$ cat config.mk
export PLATFORM = sky130hd
export DESIGN_NAME = wb_bridge32to256
export DESIGN_NICKNAME = d
export VERILOG_FILES = /design/src/rtl/wb_bridge32to256.sv
export SDC_FILE = /design/constraint.sdc
export NUM_CORES = 1
export LEC_CHECK = 0
export CAP_MARGIN = 10
export CORE_AREA = 2 2 287 289
export CTS_CLUSTER_SIZE = 16
export DETAILED_ROUTE_END_ITERATION = 7
export DIE_AREA = 0 0 289 291
export PLACE_DENSITY = 0.46
export SLEW_MARGIN = 20
export SYNTH_ARGS = -nofsm -noshare
export SYNTH_HDL_FRONTEND = slang
export SYNTH_SLANG_ARGS = --single-unit
export TNS_END_PERCENT = 100
$ cat constraint.sdc
create_clock -name clk_i -period 4.59 [get_ports clk_i]
set_input_delay 0.918 -clock clk_i [delete_from_list [all_inputs] [get_ports clk_i]]
set_output_delay 0.918 -clock clk_i [all_outputs]
set_load 0.03 [all_outputs]
$ cat src/rtl/wb_bridge32to256.sv
// Upsizing Wishbone bridge: carries single 32-bit initiator accesses onto a 256-bit bus
// as registered wide accesses, returning the addressed lane and timing out stalled slaves.
package wishbone_pkg;

  typedef enum logic [1:0] {
    OK      = 2'd0,
    ERR     = 2'd1,
    DECERR  = 2'd2,
    PROTERR = 2'd3
  } wb_err_t;

  typedef struct packed {
    logic        cyc;
    logic        we;
    logic [3:0]  sel;
    logic [31:0] adr;
    logic [31:0] dat;
    logic [7:0]  tid;
    logic [2:0]  cti;
    logic [1:0]  bte;
    logic [3:0]  cmd;
  } wb_cmd_request32_t;

  typedef struct packed {
    logic         cyc;
    logic         we;
    logic [31:0]  sel;
    logic [31:0]  adr;
    logic [255:0] dat;
    logic [7:0]   tid;
    logic [2:0]   cti;
    logic [1:0]   bte;
    logic [3:0]   cmd;
  } wb_cmd_request256_t;

  typedef struct packed {
    logic        ack;
    wb_err_t     err;
    logic        rty;
    logic        next;
    logic        stall;
    logic [31:0] dat;
    logic [7:0]  tid;
    logic [1:0]  pri;
  } wb_cmd_response32_t;

  typedef struct packed {
    logic         ack;
    wb_err_t      err;
    logic         rty;
    logic         next;
    logic         stall;
    logic [255:0] dat;
    logic [7:0]   tid;
    logic [1:0]   pri;
  } wb_cmd_response256_t;

endpackage

module wb_bridge32to256
  import wishbone_pkg::*;
#(
  parameter logic [7:0]  CHANNEL_TID = 8'h00,
  parameter int unsigned TIMEOUT     = 1023
) (
  input  logic                rst_i,
  input  logic                clk_i,
  input  wb_cmd_request32_t   s_req,
  output wb_cmd_response32_t  s_resp,
  output wb_cmd_request256_t  m_req,
  input  wb_cmd_response256_t m_resp
);

  typedef enum logic [1:0] {
    IDLE      = 2'd0,
    WAIT_ACK  = 2'd1,
    WAIT_NACK = 2'd2
  } state_t;

  state_t              state, state_n;
  wb_cmd_request256_t  m_req_n;
  wb_cmd_response32_t  s_resp_n;
  logic [15:0]         cnt, cnt_n;
  logic [2:0]          lane, lane_n;
  logic [7:0]          tid_q, tid_n;
  logic                rsp_seen;

  function automatic wb_cmd_request256_t idle_req();
    wb_cmd_request256_t r;
    r     = '0;
    r.adr = 32'hFFFF_FFFF;
    return r;
  endfunction

  function automatic wb_cmd_request256_t widen_req(input wb_cmd_request32_t n);
    wb_cmd_request256_t r;
    r     = '0;
    r.cyc = 1'b1;
    r.we  = n.we;
    r.cmd = n.cmd;
    r.cti = n.cti;
    r.bte = n.bte;
    r.adr = {n.adr[31:5], n.adr[4:2], 2'b00};
    r.sel = {28'd0, n.sel} << {n.adr[4:2], 2'b00};
    r.dat = {8{n.dat}};
    r.tid = n.tid | CHANNEL_TID;
    return r;
  endfunction

  function automatic logic [31:0] lane_slice(input logic [255:0] d, input logic [2:0] l);
    return d[{l, 5'b00000} +: 32];
  endfunction

  assign rsp_seen = m_resp.ack || (m_resp.err != OK) || m_resp.rty;

  // Priority inside WAIT_ACK: initiator abort, then slave response, then timeout.
  always_comb begin
    state_n  = state;
    m_req_n  = m_req;
    s_resp_n = s_resp;
    cnt_n    = cnt;
    lane_n   = lane;
    tid_n    = tid_q;
    case (state)
      IDLE: begin
        if (s_req.cyc) begin
          m_req_n = widen_req(s_req);
          lane_n  = s_req.adr[4:2];
          tid_n   = s_req.tid;
          cnt_n   = 16'(TIMEOUT);
          state_n = WAIT_ACK;
        end
      end
      WAIT_ACK: begin
        if (!s_req.cyc) begin
          m_req_n  = idle_req();
          s_resp_n = '0;
          state_n  = IDLE;
        end else if (rsp_seen) begin
          s_resp_n     = '0;
          s_resp_n.ack = m_resp.ack;
          s_resp_n.err = m_resp.err;
          s_resp_n.rty = m_resp.rty;
          s_resp_n.dat = lane_slice(m_resp.dat, lane);
          s_resp_n.tid = tid_q;
          s_resp_n.pri = m_resp.pri;
          m_req_n      = idle_req();
          state_n      = WAIT_NACK;
        end else if (cnt == 16'd0) begin
          s_resp_n     = '0;
          s_resp_n.ack = 1'b1;
          s_resp_n.err = ERR;
          s_resp_n.dat = 32'hDEAD_DEAD;
          s_resp_n.tid = tid_q;
          m_req_n      = idle_req();
          state_n      = WAIT_NACK;
        end else begin
          cnt_n = cnt - 16'd1;
        end
      end
      WAIT_NACK: begin
        if (!s_req.cyc) begin
          s_resp_n = '0;
          state_n  = IDLE;
        end
      end
      default: begin
        m_req_n  = idle_req();
        s_resp_n = '0;
        state_n  = IDLE;
      end
    endcase
  end

  always_ff @(posedge clk_i) begin
    if (rst_i) begin
      state  <= IDLE;
      m_req  <= idle_req();
      s_resp <= '0;
      cnt    <= '0;
      lane   <= '0;
      tid_q  <= '0;
    end else begin
      state  <= state_n;
      m_req  <= m_req_n;
      s_resp <= s_resp_n;
      cnt    <= cnt_n;
      lane   <= lane_n;
      tid_q  <= tid_n;
    end
  end

  logic unused_ok;
  assign unused_ok = ^{s_req.adr[1:0], m_resp.next, m_resp.stall, m_resp.tid};

endmodule
==> results of run 1 <==
==> critical path, stage by stage (launching register included) <==
cell and delay [ns]:
dfxtp_1 0.34, inv_1 0.10, ha_1 0.20, or3b_1 0.50, or4_4 0.97, a21oi_4 0.84, o32ai_1 0.16
==> layer usage <==
layer  vias up  wire [µm]
met5         -         25
met1      5893      21450
met4         4       1470
met3        69       3648
met2       577      31780
li1       5558          -
==> per-stage QoR <==
step | std cells | utilization [%] | worst slack, ns
2_1_floorplan | 1331 | - | 1.973
3_3_place_gp | 2804 | 22.92 | 1.101
3_5_place_dp | 2804 | 22.92 | 1.102
4_1_cts | 2836 | 23.72 | 1.240
5_1_grt | 2840 | 23.73 | 1.088
6_report | 2840 | 23.73 | 1.288
==> state kept, by name, summed over array words and instances, names as in the netlist <==
signal / cells
s_resp: 46
cnt: 16
lane: 3
m_req: 114
state: 2
tid_q: 8
==> area by class of cell <==
cell class	count	area [µm²]	area share (%)
Timing Repair Buffer	756	7536	39.11
Multi-Input combinational cell	748	5797	30.08
Sequential cell	189	3792	19.68
Tap cell	1070	1339	6.948
Clock buffer	18	450.4	2.338
Clock inverter	14	191.4	0.9934
Inverter	41	153.9	0.7987
Antenna cell	4	10.01	0.05194
==> placed cells by master (no fill, tap or decap), types with 11 or more instances in the layout <==
cell type        instances
a211oi_1                23
a21o_1                  14
a21oi_1                123
a32o_1                  17
a41oi_1                 16
and2_1                  21
buf_4                   21
clkbuf_16               18
clkdlybuf4s50_1        732
dfxtp_1                186
inv_1                   40
mux4_2                  64
nand2_1                 73
nand3_1                 18
nand3b_1                26
nand4_1                 41
nor2_1                  12
nor3_1                  36
nor3b_1                 36
o21ai_0                 35
o22ai_1                 22
o32ai_1                 33
or3_1                   17
or4_1                   11
==> power by group <==
group	total [mW]	switching [mW]	leakage, nW	internal [mW]
registers	1.84	0.123	1.55	1.72
clock network	1.70	0.906	0.307	0.792
logic	1.58	0.813	4.18	0.767
total	5.12	1.84	6.03	3.28
==> worst max-delay path by stage <==
| stage | start | endpoint | cells past startpoint |
|---|---|---|---|
| 2_1_floorplan | m_resp[269] | cnt[1] | 6 |
| 3_3_place_gp | m_resp[269] | s_resp[1] | 6 |
| 3_5_place_dp | s_req[86] | m_req[329] | 5 |
| 4_1_cts | cnt[0] | s_resp[37] | 6 |
| 5_1_grt | cnt[0] | s_resp[38] | 6 |
| 6_report | cnt[0] | s_resp[41] | 6 |
==> logic make-up (layout without fill, tap and decap cells) <==
logic type                 count (synthesis)  after routing  share of synthesized area [%]
muxes                                     78             78                          13.39
buffers and inverters                    394            829                          19.85
other                                      1              6                        0.03157
AOI/OAI and AO/OA                        333            333                          18.42
DFF                                      189            189                          31.85
adders and majority gates                  1              1                         0.1053
and+or+nand+nor                          334            334                          16.35
==> flow_summary.toml, run 1 <==
[power]
p_leak_nw = 6.034
p_per_area_nw_per_um2 = 265.6
p_total_mw = 5.117
worst_ir_drop_vdd_v = 0.0002748

[worst_setup_path]
end_kind = "flop"
path_max_fanout = 76
ff2ff_setup_slack_ns = 1.29
crit_type = "flop to flop"
crit_path_start_kind = "flop"
rr_worst_depth = 6
critical_path_required_ns = 4.95
arrival_ns = 3.66
r2r-start = "cnt[0]"
reg2reg_to = "s_resp[41]"

[placement]
io_buffers = 733
hpwl_um = 44600
gp_congestion = 0.7979
dpl_cell_area_um2 = 18610

[min_path]
holdCritStartpoint = "tid_q[5]"
hold_depth = 2
min_path_type = "flop to flop"
whs_endpoint = "tid_q[5]"

[die]
die_area_um2 = 84100
dieWidth_um = 289
die_h_um = 291
fp.coreArea_um2 = 81190
start_util_pct = 14.63
num_rows = 105
ios = 748

[cts]
htreeDepth = 4
clock_path_buffers = 2
root_buffer = "clkbuf_16"
cts_resized = 0
cts_tree = "yes"
clock_sinks = 189
holdBufCountCts = 0
clkLatencyLatePin_ns = 0.49
post_cts_buffers = 0
cts_buffers = 17
clk_pin_slew_ns = 0.09

[yosys]
synth_enable_flop_cells = 0
synthTopCellsByArea = "dfxtp_1 32%, buf_4 14%, mux4_2 12%"
synth_cell_types = 57
synth.largest_area_cell = "dfxtp_1"
yosys_warnings = 0
syn_avg_cell_area_um2 = 8.931
synth_seq_area_share_pct = 31.85
syn_inst = 1330
synth-seq-cells = 189
postSynth.asyncResetShare_pct = 0
synth_ff_type = "dfxtp_1"
yosysTopAreaCellShare_pct = 31.85
netlist_area_um2 = 11880
synth_common_cells = "227 x buf_4, 189 x dfxtp_1, 123 x a21oi_1, 101 x clkbuf_1, 73 x nand2_1"
synth.most_common_cell = "buf_4"

[routing]
routedWlPerCell_um = 20.55
drt_first_pass_iters = 5
wl_um = 58370
via_count = 12100
drc = 0
ant_nets = 0
drt_iter0_drc = 528
viasPerCell = 4.261

[cells_and_area]
drive_above_1_share_pct = 8.437
fillers = 8697
finalInstanceArea_um2 = 19270
area_delta_synth_final_pct = 62.22
final_nets = 2115

[sta]
maxSlewHeadroom_pct = 25.25
hold_violations = 0
period_needed_ns = 3.302
tns_ns = 0
finalHoldWorstSlack_ns = 0.4632
tightestPinTransition_ns = 1.121
final-setup-viol-count = 0
period_share_pct = 71.93
clock_skew_ns = 0.01491
rsz0062_at_grt = "no"
fmax_mhz = 302.9
drv_slew = 0

[status]
status = "complete, no violations"

[run]
drv_cap = 0

[grt]
globalRouteMet2Util_pct = 25.34
grt-ovfl-total = 0
globalRouteMet1Util_pct = 14.28
grt_pass1_wl_um = 81880
track_usage_pct = 13.41
grt_antenna_before_repair = 13
global_route.usage.met3_pct = 3.237
grt_max_degree = 77
grt_pass1_vias = 11820
busiest_layer = "met2"
Note: power is estimated with default switching activity, not from simulation.
==> inputs of run 2 (changes only) <==
clock period = 3.09 ns   (was 4.59 ns; I/O delays follow)
==> flow_summary.toml, run 2 (synthesis gave the netlist of run 1 again) <==
[status]
status = "complete, no violations"

[worst_setup_path]
crit_type = "flop to flop"
slowest_delay_ns = 0.61
critical_path_required_ns = 3.44
end_kind = "flop"
path_max_fanout = 26
rr_worst_depth = 7
critPathBufInv = 2
crit_chain = "inv_1 -> ha_1 -> or3b_1 -> or4_4 -> buf_4 -> a21oi_2 -> o32ai_1"
arrival_ns = 3.25
ff2ff_setup_slack_ns = 0.19
worstSetupPathDepth = 7
critPathTopFamily = "simple AND/OR/NAND/NOR gates"
crit_path_start_kind = "flop"
slowest_stage = "or4_4"

[grt]
grt_pass1_vias = 11770
grt_pass1_wl_um = 82700
grt-ovfl-total = 0
track_usage_pct = 13.43
grt_antenna_before_repair = 9
grt_max_degree = 156

[routing]
drc = 0
ant_nets = 0
wl_um = 57940
viasPerCell = 4.242
drt_first_pass_iters = 4
routedWlPerCell_um = 20.32
via_count = 12100
drt_iter0_drc = 527

[cells_and_area]
drive_above_1_share_pct = 9.157
largest_reg_flops = 114
mostFrequentLayoutCell = "clkdlybuf4s50_1"
area_delta_synth_final_pct = 63.67
top_register = "m_req"
reg.largest.list = "m_req x114, s_resp x46, cnt x16"
layout_common_cells = "732 x clkdlybuf4s50_1, 186 x dfxtp_1, 123 x a21oi_1, 73 x nand2_1, 64 x mux4_2"
finalInstanceArea_um2 = 19440
final_nets = 2129
fillers = 8706

[die]
start_util_pct = 14.63
ios = 748
num_rows = 105
die_area_um2 = 84100
die_h_um = 291
fp.coreArea_um2 = 81190
dieWidth_um = 289

[placement]
gp_congestion = 0.7960
dpl_cell_area_um2 = 18830
io_buffers = 733
hpwl_um = 44710

[power]
p_leak_nw = 6.119
worst_ir_drop_vdd_v = 0.0004492
p_total_mw = 7.499
p_per_area_nw_per_um2 = 385.7

[cts]
root_buffer = "clkbuf_16"
cts_buffers = 17
post_cts_buffers = 0
htreeDepth = 4
holdBufCountCts = 0
clkLatencyLatePin_ns = 0.51
clock_path_buffers = 2
clk_pin_slew_ns = 0.09
cts_resized = 0
cts_tree = "yes"
clock_sinks = 189

[sta]
drv_slew = 0
tightestPinTransition_ns = 0.8394
finalHoldWorstSlack_ns = 0.4605
rsz0062_at_grt = "no"
final-setup-viol-count = 0
fmax_mhz = 344.8
tns_ns = 0
clock_skew_ns = 0.01930
period_share_pct = 93.85
period_needed_ns = 2.900
maxSlewHeadroom_pct = 43.92
hold_violations = 0

[min_path]
hold_depth = 2
min_path_type = "flop to flop"

[run]
drv_cap = 0
run 2: metal layers:
layer,vias up,share of wire (%),global-route usage [%]
met4,6,2.3,4.011
met5,-,0.072,0
met1,5891,37,14.30
met3,61,6.1,3.534
met2,556,54,25.46
li1,5581,-,-
run 2: metrics by stage:
stage / util (%) / instances / worst slack, ns
final: 23.95 / 2851 / 0.1900
after global routing: 23.95 / 2851 / 0.07785
after CTS: 23.94 / 2850 / 0.1711
after detailed placement: 23.19 / 2818 / 0.1720
after global placement: 23.19 / 2818 / 0.1768
after floorplan: - / 1331 / 0.7012
run 2: worst paths after layout:
path | end | startpoint
setup / recovery | m_req[322] | cnt[0]
hold / removal | tid_q[2] | tid_q[2]
setup reg to reg | m_req[322] | cnt[0]
hold reg to reg | tid_q[2] | tid_q[2]
run 2: layout make-up:
cell class	count	area (µm²)	area share, %
clock inverters	14	165.2	0.8495
multi-input cells	748	5797	29.82
clock buffers	18	439.2	2.259
flip-flops and latches	189	3792	19.51
repair buffers	770	7754	39.88
diodes	1	2.502	0.01287
inverters	41	153.9	0.7916
well taps	1070	1339	6.886
run 2: power breakdown:
| part | internal (mW) | switching [mW] |
|---|---|---|
| clock | 1.11 | 1.28 |
| sequential | 2.55 | 0.163 |
| combinational | 1.17 | 1.23 |
| total | 4.83 | 2.67 |
run 2: worst register-to-register path: cells and delay by family, from the launching register on:
| kind | cells | cell delay [ns] |
|---|---|---|
| AO/OA/AOI/OAI | 2 | 0.73 |
| adder cells (fa/ha/maj) | 1 | 0.20 |
| buffers and inverters | 2 | 0.36 |
| flip-flops | 1 | 0.34 |
| AND/OR/NAND/NOR | 2 | 1.12 |
